`src/rtl/rnn_pkg.sv`:
```
// rtl/rnn_pkg.sv - shared state encoding, default widths and the Q-format saturation helper
package rnn_pkg;

    typedef enum logic [2:0] {IDLE, LOAD_W, LOAD_X, MAC, OUT} state_e;

    localparam int DW_DEF   = 16;
    localparam int FRAC_DEF = 8;

    // Clamp a sign-extended value to the signed range of a dw-bit word.
    function automatic logic signed [63:0] sat_q(input logic signed [63:0] v,
                                                 input int unsigned dw);
        logic signed [63:0] hi;
        logic signed [63:0] lo;
        hi = (64'sd1 <<< (dw - 1)) - 64'sd1;
        lo = -(64'sd1 <<< (dw - 1));
        if (v > hi) begin
            return hi;
        end
        if (v < lo) begin
            return lo;
        end
        return v;
    endfunction

endpackage

```
`src/rtl/rnn_mac_sat.sv`:
```
// rtl/rnn_mac_sat.sv - single MAC with row accumulator, Q-format shift and saturating result register
module rnn_mac_sat
    import rnn_pkg::*;
#(
    parameter int DW    = DW_DEF,
    parameter int FRAC  = FRAC_DEF,
    parameter int ACC_W = 40
) (
    input  logic          clk,
    input  logic          reset,
    input  logic          mac_en_i,
    input  logic          first_i,
    input  logic          capture_i,
    input  logic [DW-1:0] w_i,
    input  logic [DW-1:0] x_i,
    output logic [DW-1:0] y_o
);

    logic signed [2*DW-1:0]  prod;
    logic signed [ACC_W-1:0] prod_ext;
    logic signed [ACC_W-1:0] acc_q, acc_d;
    logic signed [ACC_W-1:0] shifted;
    logic signed [63:0]      shifted_ext;
    logic        [DW-1:0]    y_q, y_d;

    assign prod     = $signed(w_i) * $signed(x_i);
    assign prod_ext = {{(ACC_W - 2*DW){prod[2*DW-1]}}, prod};

    // The first product of a row overwrites the accumulator so no stale row leaks in.
    always_comb begin
        acc_d = acc_q;
        if (mac_en_i) begin
            acc_d = first_i ? prod_ext : acc_q + prod_ext;
        end
    end

    // Capture uses acc_d so the final product of the row is included.
    assign shifted     = acc_d >>> FRAC;
    assign shifted_ext = {{(64 - ACC_W){shifted[ACC_W-1]}}, shifted};

    always_comb begin
        y_d = y_q;
        if (capture_i) begin
            y_d = DW'(sat_q(shifted_ext, DW));
        end
    end

    always_ff @(posedge clk) begin
        if (reset) begin
            acc_q <= '0;
            y_q   <= '0;
        end else begin
            acc_q <= acc_d;
            y_q   <= y_d;
        end
    end

    assign y_o = y_q;

endmodule

```
`src/rtl/rnn_matvec_ctrl.sv`:
```
// rtl/rnn_matvec_ctrl.sv - load/MAC/output sequencer computing y = W*x for one RNN cell step
module rnn_matvec_ctrl
    import rnn_pkg::*;
#(
    parameter int ROWS   = 2,
    parameter int COLS   = 4,
    parameter int DW     = DW_DEF,
    parameter int FRAC   = FRAC_DEF,
    parameter int ACC_W  = 40,
    parameter int SELI_W = 2,
    parameter int SELJ_W = 4
) (
    input  logic              clk,
    input  logic              reset,
    input  logic              start,
    input  logic              load_x_only,
    output logic              busy,
    output logic              done,
    input  logic              in_valid,
    output logic              in_ready,
    input  logic [DW-1:0]     in_data,
    output logic              w_write,
    output logic [SELI_W-1:0] w_seli,
    output logic [SELJ_W-1:0] w_selj,
    output logic [DW-1:0]     w_din,
    input  logic [DW-1:0]     w_dout,
    output logic              x_write,
    output logic [SELJ_W-1:0] x_sel,
    output logic [DW-1:0]     x_din,
    input  logic [DW-1:0]     x_dout,
    output logic              y_valid,
    input  logic              y_ready,
    output logic [DW-1:0]     y_data,
    output logic [SELI_W-1:0] y_idx
);

    localparam logic [SELI_W-1:0] I_LAST = SELI_W'(ROWS - 1);
    localparam logic [SELJ_W-1:0] J_LAST = SELJ_W'(COLS - 1);

    state_e            state_q, state_d;
    logic [SELI_W-1:0] i_q, i_d;
    logic [SELJ_W-1:0] j_q, j_d;
    logic              done_q, done_d;
    logic              xfer;
    logic              mac_en;

    assign in_ready = (state_q == LOAD_W) || (state_q == LOAD_X);
    assign xfer     = in_valid && in_ready;
    assign mac_en   = (state_q == MAC);

    always_comb begin
        state_d = state_q;
        i_d     = i_q;
        j_d     = j_q;
        done_d  = 1'b0;
        case (state_q)
            IDLE: begin
                if (start) begin
                    state_d = load_x_only ? LOAD_X : LOAD_W;
                    i_d     = '0;
                    j_d     = '0;
                end
            end
            LOAD_W: begin
                if (xfer) begin
                    if (j_q == J_LAST) begin
                        j_d = '0;
                        if (i_q == I_LAST) begin
                            i_d     = '0;
                            state_d = LOAD_X;
                        end else begin
                            i_d = i_q + 1'b1;
                        end
                    end else begin
                        j_d = j_q + 1'b1;
                    end
                end
            end
            LOAD_X: begin
                if (xfer) begin
                    if (j_q == J_LAST) begin
                        j_d     = '0;
                        i_d     = '0;
                        state_d = MAC;
                    end else begin
                        j_d = j_q + 1'b1;
                    end
                end
            end
            MAC: begin
                if (j_q == J_LAST) begin
                    j_d     = '0;
                    state_d = OUT;
                end else begin
                    j_d = j_q + 1'b1;
                end
            end
            OUT: begin
                if (y_ready) begin
                    if (i_q == I_LAST) begin
                        i_d     = '0;
                        state_d = IDLE;
                        done_d  = 1'b1;
                    end else begin
                        i_d     = i_q + 1'b1;
                        state_d = MAC;
                    end
                end
            end
            default: state_d = IDLE;
        endcase
    end

    always_ff @(posedge clk) begin
        if (reset) begin
            state_q <= IDLE;
            i_q     <= '0;
            j_q     <= '0;
            done_q  <= 1'b0;
        end else begin
            state_q <= state_d;
            i_q     <= i_d;
            j_q     <= j_d;
            done_q  <= done_d;
        end
    end

    rnn_mac_sat #(
        .DW   (DW),
        .FRAC (FRAC),
        .ACC_W(ACC_W)
    ) u_mac (
        .clk      (clk),
        .reset    (reset),
        .mac_en_i (mac_en),
        .first_i  (j_q == '0),
        .capture_i(mac_en && (j_q == J_LAST)),
        .w_i      (w_dout),
        .x_i      (x_dout),
        .y_o      (y_data)
    );

    assign busy    = (state_q != IDLE);
    assign done    = done_q;
    assign w_write = xfer && (state_q == LOAD_W);
    assign x_write = xfer && (state_q == LOAD_X);
    assign w_seli  = i_q;
    assign w_selj  = j_q;
    assign x_sel   = j_q;
    assign w_din   = in_data;
    assign x_din   = in_data;
    assign y_valid = (state_q == OUT);
    assign y_idx   = i_q;

endmodule

```
`config.mk`:
```
export PLATFORM = sky130hd
export DESIGN_NAME = rnn_matvec_ctrl
export DESIGN_NICKNAME = d
export VERILOG_FILES = /design/src/rtl/rnn_pkg.sv /design/src/rtl/rnn_mac_sat.sv /design/src/rtl/rnn_matvec_ctrl.sv
export SDC_FILE = /design/constraint.sdc
export NUM_CORES = 1
export LEC_CHECK = 0
export CORE_MARGIN = 2
export CORE_UTILIZATION = 65
export DETAILED_ROUTE_END_ITERATION = 8
export HOLD_SLACK_MARGIN = 0.1
export PLACE_DENSITY_LB_ADDON = 0.12
export RECOVER_POWER = 50
export SLEW_MARGIN = 20
export SYNTH_ARGS = -nofsm -noshare
export SYNTH_HDL_FRONTEND = slang
export SYNTH_SLANG_ARGS = --single-unit
export TNS_END_PERCENT = 50
```
`constraint.sdc`:
```
create_clock -name clk -period 25.2 [get_ports clk]
set_input_delay 2.52 -clock clk [delete_from_list [all_inputs] [get_ports clk]]
set_output_delay 2.52 -clock clk [all_outputs]
set_load 0.02 [all_outputs]
```
==> results of run 1 <==
## tightest hold or removal path: cells and delay by family, from the launching register on
kind / cells / cell delay [ps]
AOI/OAI and AO/OA: 1 / 50
and+or+nand+nor: 1 / 50
DFF: 1 / 320
## metal layers
layer / part of all wire (%) / wire (um) / vias to the layer above
met4: 2.0 / 775 / 0
met1: 45 / 17100 / 6344
li1: - / - / 6096
met5: 0 / 0 / -
met2: 46 / 17600 / 475
met3: 6.2 / 2360 / 51
## worst paths after layout
check | from | end | cells past startpoint
hold reg to reg | u_mac.acc_q[2] | u_mac.acc_q[2] | 2
setup reg to reg | u_mac.acc_q[0] | u_mac.y_o[9] | 14
hold / removal | u_mac.acc_q[2] | u_mac.acc_q[2] | 2
setup / recovery | x_dout[1] | u_mac.y_o[9] | 32
## flip-flops by register name, summed over array words and instances, names as in the netlist
signal	cells
done	1
u_mac.y_o	16
u_mac.acc_q	40
state_q	3
w_seli	2
w_selj	4
## placed cells by master, fill, tap and decap left out, types with 17 or more instances in the layout
cell type	count
sky130_fd_sc_hd__a21oi_1	97
sky130_fd_sc_hd__nor3_1	25
sky130_fd_sc_hd__inv_1	320
sky130_fd_sc_hd__xor2_1	21
sky130_fd_sc_hd__nand4_1	19
sky130_fd_sc_hd__and2_1	130
sky130_fd_sc_hd__nand3_1	31
sky130_fd_sc_hd__dfxtp_1	66
sky130_fd_sc_hd__xnor2_1	45
sky130_fd_sc_hd__o211ai_1	18
sky130_fd_sc_hd__a211oi_1	17
sky130_fd_sc_hd__o21ai_0	61
sky130_fd_sc_hd__nand2b_1	24
sky130_fd_sc_hd__nand2_1	215
sky130_fd_sc_hd__fa_1	263
sky130_fd_sc_hd__nor2_1	126
sky130_fd_sc_hd__dlygate4sd3_1	32
sky130_fd_sc_hd__ha_1	124
sky130_fd_sc_hd__clkdlybuf4s50_1	38
## logic make-up (layout without fill, tap and decap cells)
kind of cell | Yosys count | count (layout) | synth area share [%]
AND/OR/NAND/NOR | 622 | 622 | 18.8
buffers and inverters | 441 | 413 | 11.5
adder cells (fa/ha/maj) | 387 | 387 | 42.8
AO/OA/AOI/OAI | 334 | 334 | 14.2
XOR/XNOR | 67 | 67 | 3.73
flip-flops | 66 | 66 | 8.29
multiplexers | 10 | 10 | 0.628
## cells in the mapped netlist (10+ instances only)
cell type | n | area, um^2
sky130_fd_sc_hd__xor2_1 | 21 | 184
sky130_fd_sc_hd__inv_1 | 320 | 1200
sky130_fd_sc_hd__a22o_1 | 11 | 96.3
sky130_fd_sc_hd__nand2_1 | 215 | 807
sky130_fd_sc_hd__nor2_1 | 127 | 477
sky130_fd_sc_hd__and3_1 | 11 | 68.8
sky130_fd_sc_hd__mux2i_1 | 10 | 100
sky130_fd_sc_hd__xnor2_1 | 45 | 394
sky130_fd_sc_hd__a31oi_1 | 11 | 68.8
sky130_fd_sc_hd__o21bai_1 | 10 | 75.1
sky130_fd_sc_hd__clkbuf_1 | 63 | 236
sky130_fd_sc_hd__o21ai_0 | 61 | 305
sky130_fd_sc_hd__buf_2 | 13 | 65.1
sky130_fd_sc_hd__o21a_1 | 12 | 90.1
sky130_fd_sc_hd__o211ai_1 | 18 | 135
sky130_fd_sc_hd__a211oi_1 | 17 | 128
sky130_fd_sc_hd__buf_4 | 38 | 285
sky130_fd_sc_hd__a21o_1 | 16 | 120
sky130_fd_sc_hd__ha_1 | 124 | 1550
sky130_fd_sc_hd__fa_1 | 263 | 5270
sky130_fd_sc_hd__a21oi_1 | 97 | 485
sky130_fd_sc_hd__nand2b_1 | 24 | 150
sky130_fd_sc_hd__dfxtp_1 | 66 | 1320
sky130_fd_sc_hd__a311oi_1 | 11 | 96.3
sky130_fd_sc_hd__nor3_1 | 25 | 125
sky130_fd_sc_hd__nand4_1 | 19 | 119
sky130_fd_sc_hd__nand3_1 | 31 | 155
sky130_fd_sc_hd__and2_1 | 131 | 820
## stage by stage
| step | setup slack, ps | cells | instance area (um^2) | util [%] |
|---|---|---|---|---|
| detailed placement | 12380 | 2207 | 16500 | 68.1 |
| global route | 11920 | 2223 | 16800 | 69.4 |
| CTS | 12660 | 2223 | 16800 | 69.4 |
| finish | 12520 | 2223 | 16800 | 69.4 |
| global placement | 12470 | 2207 | 16500 | 68.1 |
| floorplan | 14180 | 1927 | 15900 | - |
## layout make-up
class / count / area (um^2)
well taps: 324 / 405
multi-input cells: 1420 / 12800
fillers: 1976 / 7400
inverters: 320 / 1200
repair buffers: 77 / 747
flip-flops and latches: 66 / 1320
clock buffers: 11 / 253
clock inverters: 5 / 61.3
==> results list, run 1 <==
* N_diodes: 0
* Overflow after GRT: 0
* Cell at the root of the clock tree: sky130_fd_sc_hd__clkbuf_16
- The number of global-route vias before repair is 13300.
- Maximum single-stage delay on the critical path: 730 ps
* Average cell area after synthesis: 8.27 um^2
- Vertical die dimension: 161 um
* DR vias/cell: 5.83
- Post-CTS repair timing setup buffer count: 0
- Cell type group with the largest total delay on the critical path: adder cells
- Number of clock buffers inserted by TritonCTS: 9
- Overall die area: 0.0258 mm^2
- TritonCTS clock tree: yes
* Transition time at the pin with the least slew margin: 2800 ps
* Setup violations, final: 0
- In this run the tool buffered the top-level ports with 71 buffer cells.
- # clock sinks: 66
- The total count of hold-check failures in the final report came to 0.
* YS warnings: 0
- The slowest stage of the critical path is the sky130_fd_sc_hd__clkdlybuf4s50_1 cell.
- Measured against its own limit, the worst slew margin works out to -87.0%.
* Wire per inst: 17.0 um
- After the first detailed-routing iteration, the DRC count stood at 937.
- Layout cells sized above 1: 2.58%
- Register bit total from synthesis: 66
- Final GP Congestion: 0.976
- Critical Path Fanout Max: 16
- Clock-pin slew was measured on the worst setup and hold paths at 60 ps.
- Among all flip-flop cells after synthesis, the most frequent one is sky130_fd_sc_hd__dfxtp_1.
- The first detailed-routing pass ran for 6 iterations.
- In this run, distinct cell masters in the synthesized netlist total 82.
- Once the clock tree was built, the resizer swapped 0 gates to a different size.
- Maximum number of pins on one net before global-route repair: 57
- Remaining routing DRC violations: 0
* Setup slack of the most critical reg-to-reg path: 20750 ps
* Classification of the worst-slack hold path: reg -> reg
- Counting both buffers and inverters, the worst setup path holds a total of 4.
- STA classifies the critical path startpoint as an input pin.
- After the last flow step, the layout net total stands at 2335.
* RSZ-0062 raised after global routing: false
- Most heavily used metal layer in global routing: met2
- After technology mapping, the gate count stands at 1927.
- Share of synthesized registers carrying an async set or reset: 0%
* Clock buffer depth: 2
* Detailed-route via count: 13000
* Achievable Freq: 78.8 MHz
- Sequential share of the synthesized area: 8.29%
- Layout area overhead: 5.27%
* Met1 track utilization from global routing: 43.4%
* First-pass GRT wire length: 65300 um
* Final critical path time including I/O delays and setup: 12680 ps
* Horizontal die dimension: 161 um
* Synthesized netlist net count: 2368
* Detailed-route wire length: 37800 um
* Count of max-cap constraint violations: 1
- Clock latency on the worst-skew pair: 340 ps
- The synthesized netlist occupies a cell area of 0.0159 mm^2.
- The final critical path takes up 50.3% of the cycle.
- Final setup skew: 11.0 ps
- Data required, critical path: 25430 ps
* Total number of placement rows: 57
* Global-route track usage on met3: 4.21%
* Kind of critical path: in -> reg
* Total GRT Usage: 31.0%
- The H-tree generated during clock tree synthesis spans 3 levels.
* Kind of capture point of the worst setup path: register
* Final Hold Slack: 468 ps
- Antenna violations before repair: 0
* Arrival time reported for the critical path endpoint: 12910 ps
- Counting flops with a built-in enable in the synthesized netlist gives 0.
- After floorplanning, the core was sized to cover 0.0242 mm^2.
- For this run, global-route usage on met2 was measured as 51.3%.
- Summed over all failing endpoints, the final setup total negative slack is 0 ps.
- Counting stages on the worst path, the most repeated cell is sky130_fd_sc_hd__fa_1.
* Effective utilization at floorplan: 65.9%
* Violations in the final reports: max-capacitance violations, max-slew violations
- I/O pin count: 120
- The final count of pins violating max slew is 57.
- Post-CTS Hold Fix Bufs: 0
- Detailed placement finished with a half-perimeter wire length of 30800 um.
- In this run the remaining antenna-violating nets after routing total 0.
* Run status: finished, violations left
Power of run 1 is not shown: default switching activity piles up to over one toggle a cycle in this logic, so the estimate is an artifact.
==> run 2: changes to the inputs <==
CORE_UTILIZATION = 56   (was 65)
clock period = 11.6 ns   (was 25.2 ns; I/O delays follow)
==> run 2 against run 1 <==
  * The run still ends with max-capacitance violations, max-slew violations left
  * Critical path depth down 1
  * Count of clock-buffer cells in the layout stayed put
  * Utilization decreased by 8.6 points
  * Sequential share of layout area down 0.10 points
  * Via count fell by 0.42%
==> results list, run 2 (synthesized netlist as in run 1, its figures left out) <==
- The flow ran to the end, but the final reports show violations.
- Violations in the final reports: max-capacitance violations, max-slew violations
- The number of global-route vias before repair came to 13400 (+1.2%).
- Hold-critical path endpoint: u_mac.acc_q[2]
* Post-CTS Hold Fix Bufs: 0 (unchanged)
- The count of antenna-violating nets left after detailed routing was 0 (unchanged).
* Total number of placement rows: 61 (+7.0%)
- Slowest stage cell on the critical path: sky130_fd_sc_hd__clkdlybuf4s50_1
- Clock buffer depth: 2 (unchanged)
- Remaining routing DRC violations: 0 (unchanged)
- The initial detailed-routing violation count was 895 (-4.5%).
- The total routing resource utilization after global routing came to 27.5% (-3.5 points).
* FF-to-FF path depth: 14 (unchanged)
- Arrival time reported for the critical path endpoint: 11290 ps (-1620 ps)
- Detailed-route wire length: 39000 um (+3.1%)
- The number of ports placed on the die boundary is 120 (unchanged).
- Final critical path time including I/O delays and setup: 11080 ps
- STA classifies the critical path startpoint as an input pin.
* Final setup skew: 6.41 ps (-4.58 ps)
* Sum of net half-perimeters after detailed placement: 32300 um (+4.7%)
* Overall die area: 0.0298 mm^2 (+16%)
- Maximum number of pins on one net before global-route repair: 57 (unchanged)
* Detailed-router iteration count before antenna repair: 5 (-1)
- Startpoint of the worst hold path: u_mac.acc_q[2]
- The worst hold path belongs to the class reg -> reg.
* Non-filler instance count after layout: 2301 (+3.5%)
* RSZ-0062 raised after global routing: false
- The final critical path takes up 95.5% of the cycle.
- The data required time of the worst path was 11820 ps (-13610 ps).
- PostCTS Resize Cnt: 0 (unchanged)
- Reg-to-reg critical path endpoint: u_mac.y_o[10]
- The final-layout fill cell count is 2558 (+29%).
* Clock latency on the worst-skew pair: 330 ps (about the same)
* Cell count of the worst hold path: 2 (unchanged)
- The number of CTS-inserted buffers is 9 (unchanged).
* Wire per inst: 16.9 um (-0.43%)
- Vertical die dimension: 173 um (+7.5%)
* Net count, final: 2361 (+1.1%)
* Largest register FFs: 40 (unchanged)
- Maximum level of the CTS H-tree: 3 (unchanged)
- The total count of hold-check failures in the final report was 0 (unchanged).
* Transition time at the pin with the least slew margin: 2780 ps (-20.6 ps)
- Relative to the synthesized area, the layout overhead comes to 6.63%.
* Critical Path Fanout Max: 16 (unchanged)
- The clock sink count was 66 (unchanged).
* Core region area: 0.0279 mm^2 (+16%)
- The total congestion overflow after global routing was 0 (unchanged).
- Post-CTS repair timing setup buffer count: 0 (unchanged)
- u_mac.acc_q holds more flip-flops than any other register.
* Kind of capture point of the worst setup path: register
- The wire length of the first global-routing pass is 67700 um (+3.7%).
- The initial antenna violation count was 0 (unchanged).
- The final setup violation count came to 0 (unchanged).
- The final count of pins violating max slew is 57 (unchanged).
* Cell count after placement: 2287 (+3.6%)
- In this run the critical register-to-register path is launched from u_mac.acc_q[0].
- TritonCTS built the clock tree.
- Highest-count cells in the layout ignoring fill and taps: 320 x sky130_fd_sc_hd__inv_1, 263 x sky130_fd_sc_hd__fa_1, 215 x sky130_fd_sc_hd__nand2_1
- The library cell used most frequently in the layout, excluding fill and tap cells, is sky130_fd_sc_hd__inv_1.
- The diode insertion count for antenna repair is 0 (unchanged).
- Setup Total Neg Slack: 0 ps (unchanged)
* Achievable Freq: 90.3 MHz
- Cell mode on critical path: sky130_fd_sc_hd__fa_1
- The via count came to 12900 (-0.42%).
- Final GP Congestion: 0.940 (-3.7%)
- The tree is rooted in a sky130_fd_sc_hd__clkbuf_16.
- The proportion of layout cells with a drive suffix above 1 came to 3.85% (+1.3 points).
* Slew headroom: -85.6% (+1.4 points)
- Clock-pin transition on the worst setup and hold timing paths: 60 ps (about the same)
- The initial cell density of the core was 57.0% (-8.9 points).
- Number of port buffers: 71 (unchanged)
* Maximum single-stage delay on the critical path: 760 ps (+30 ps)
- By startpoint and endpoint, the worst setup path is classified as in -> reg.
* Setup slack of the most critical reg-to-reg path: 7170 ps (-13580 ps)
* DR vias/cell: 5.61 (-3.8%)
- Count of max-cap constraint violations: 1 (unchanged)
* Horizontal die dimension: 173 um (+7.5%)
-- run 2: changes by cell type in the layout (fill, tap and decap cells not counted), sizes merged --
cell | before | now
clkinvlp | 0 | 1
dlygate4sd3 | 32 | 28
clkdlybuf4s50 | 38 | 42
clkinv | 3 | 2
buf | 6 | 32
bufinv | 1 | 0
inv | 321 | 320
-- run 2: worst max-delay path: cells and delay by family --
family          cells  cell delay, ps
xor+xnor            1             180
buf+inv             3            1200
compound gates     10            2510
simple gates        9            2280
fa+ha+maj           8            3920
-- run 2: per-layer routing --
layer / global-route usage (%) / up-vias / routed length (um)
met5: 0 / - / 0
met4: 6.81 / 0 / 893
met3: 3.45 / 61 / 2240
met2: 45.0 / 415 / 17900
met1: 38.9 / 6281 / 18000
li1: - / 6154 / -
-- run 2: area by class of cell --
class | instances | area (um^2) | area share (%)
flip-flops and latches | 66 | 1320 | 7.78
multi-input cells | 1420 | 12800 | 75.3
well taps | 378 | 473 | 2.78
repair buffers | 103 | 942 | 5.54
clock inverters | 3 | 17.5 | 0.103
inverters | 320 | 1200 | 7.07
clock buffers | 11 | 243 | 1.43
-- run 2: worst max path at each step --
stage / startpoint / endpoint / slack [ps] / depth (start not counted)
after floorplan: x_dout[1] / u_mac.y_o[3] / 1940 / 32
after global placement: x_dout[3] / u_mac.y_o[13] / 290 / 33
after detailed placement: x_dout[3] / u_mac.y_o[13] / 230 / 33
after CTS: x_dout[3] / u_mac.y_o[10] / 500 / 31
after global routing: x_dout[3] / u_mac.y_o[10] / 80 / 31
final: x_dout[3] / u_mac.y_o[10] / 520 / 31
-- run 2: metrics by stage --
stage	setup WS, ps	util [%]	hold slack (ps)	instance area, um^2
final	523	60.8	472	17000
after global routing	76.2	60.8	494	17000
after CTS	499	60.8	465	17000
after detailed placement	233	59.9	457	16700
after global placement	286	59.9	447	16700
after floorplan	1940	-	436	15900
Power of run 2 is left out for the same reason.
==> run 3: changes to the inputs <==
SKIP_CTS_REPAIR_TIMING = 1   (was not set)
==> results of run 3 <==
No change in the layout: final DEF, timing and power equal those of run 2.
Power of run 3 is left out for the same reason.
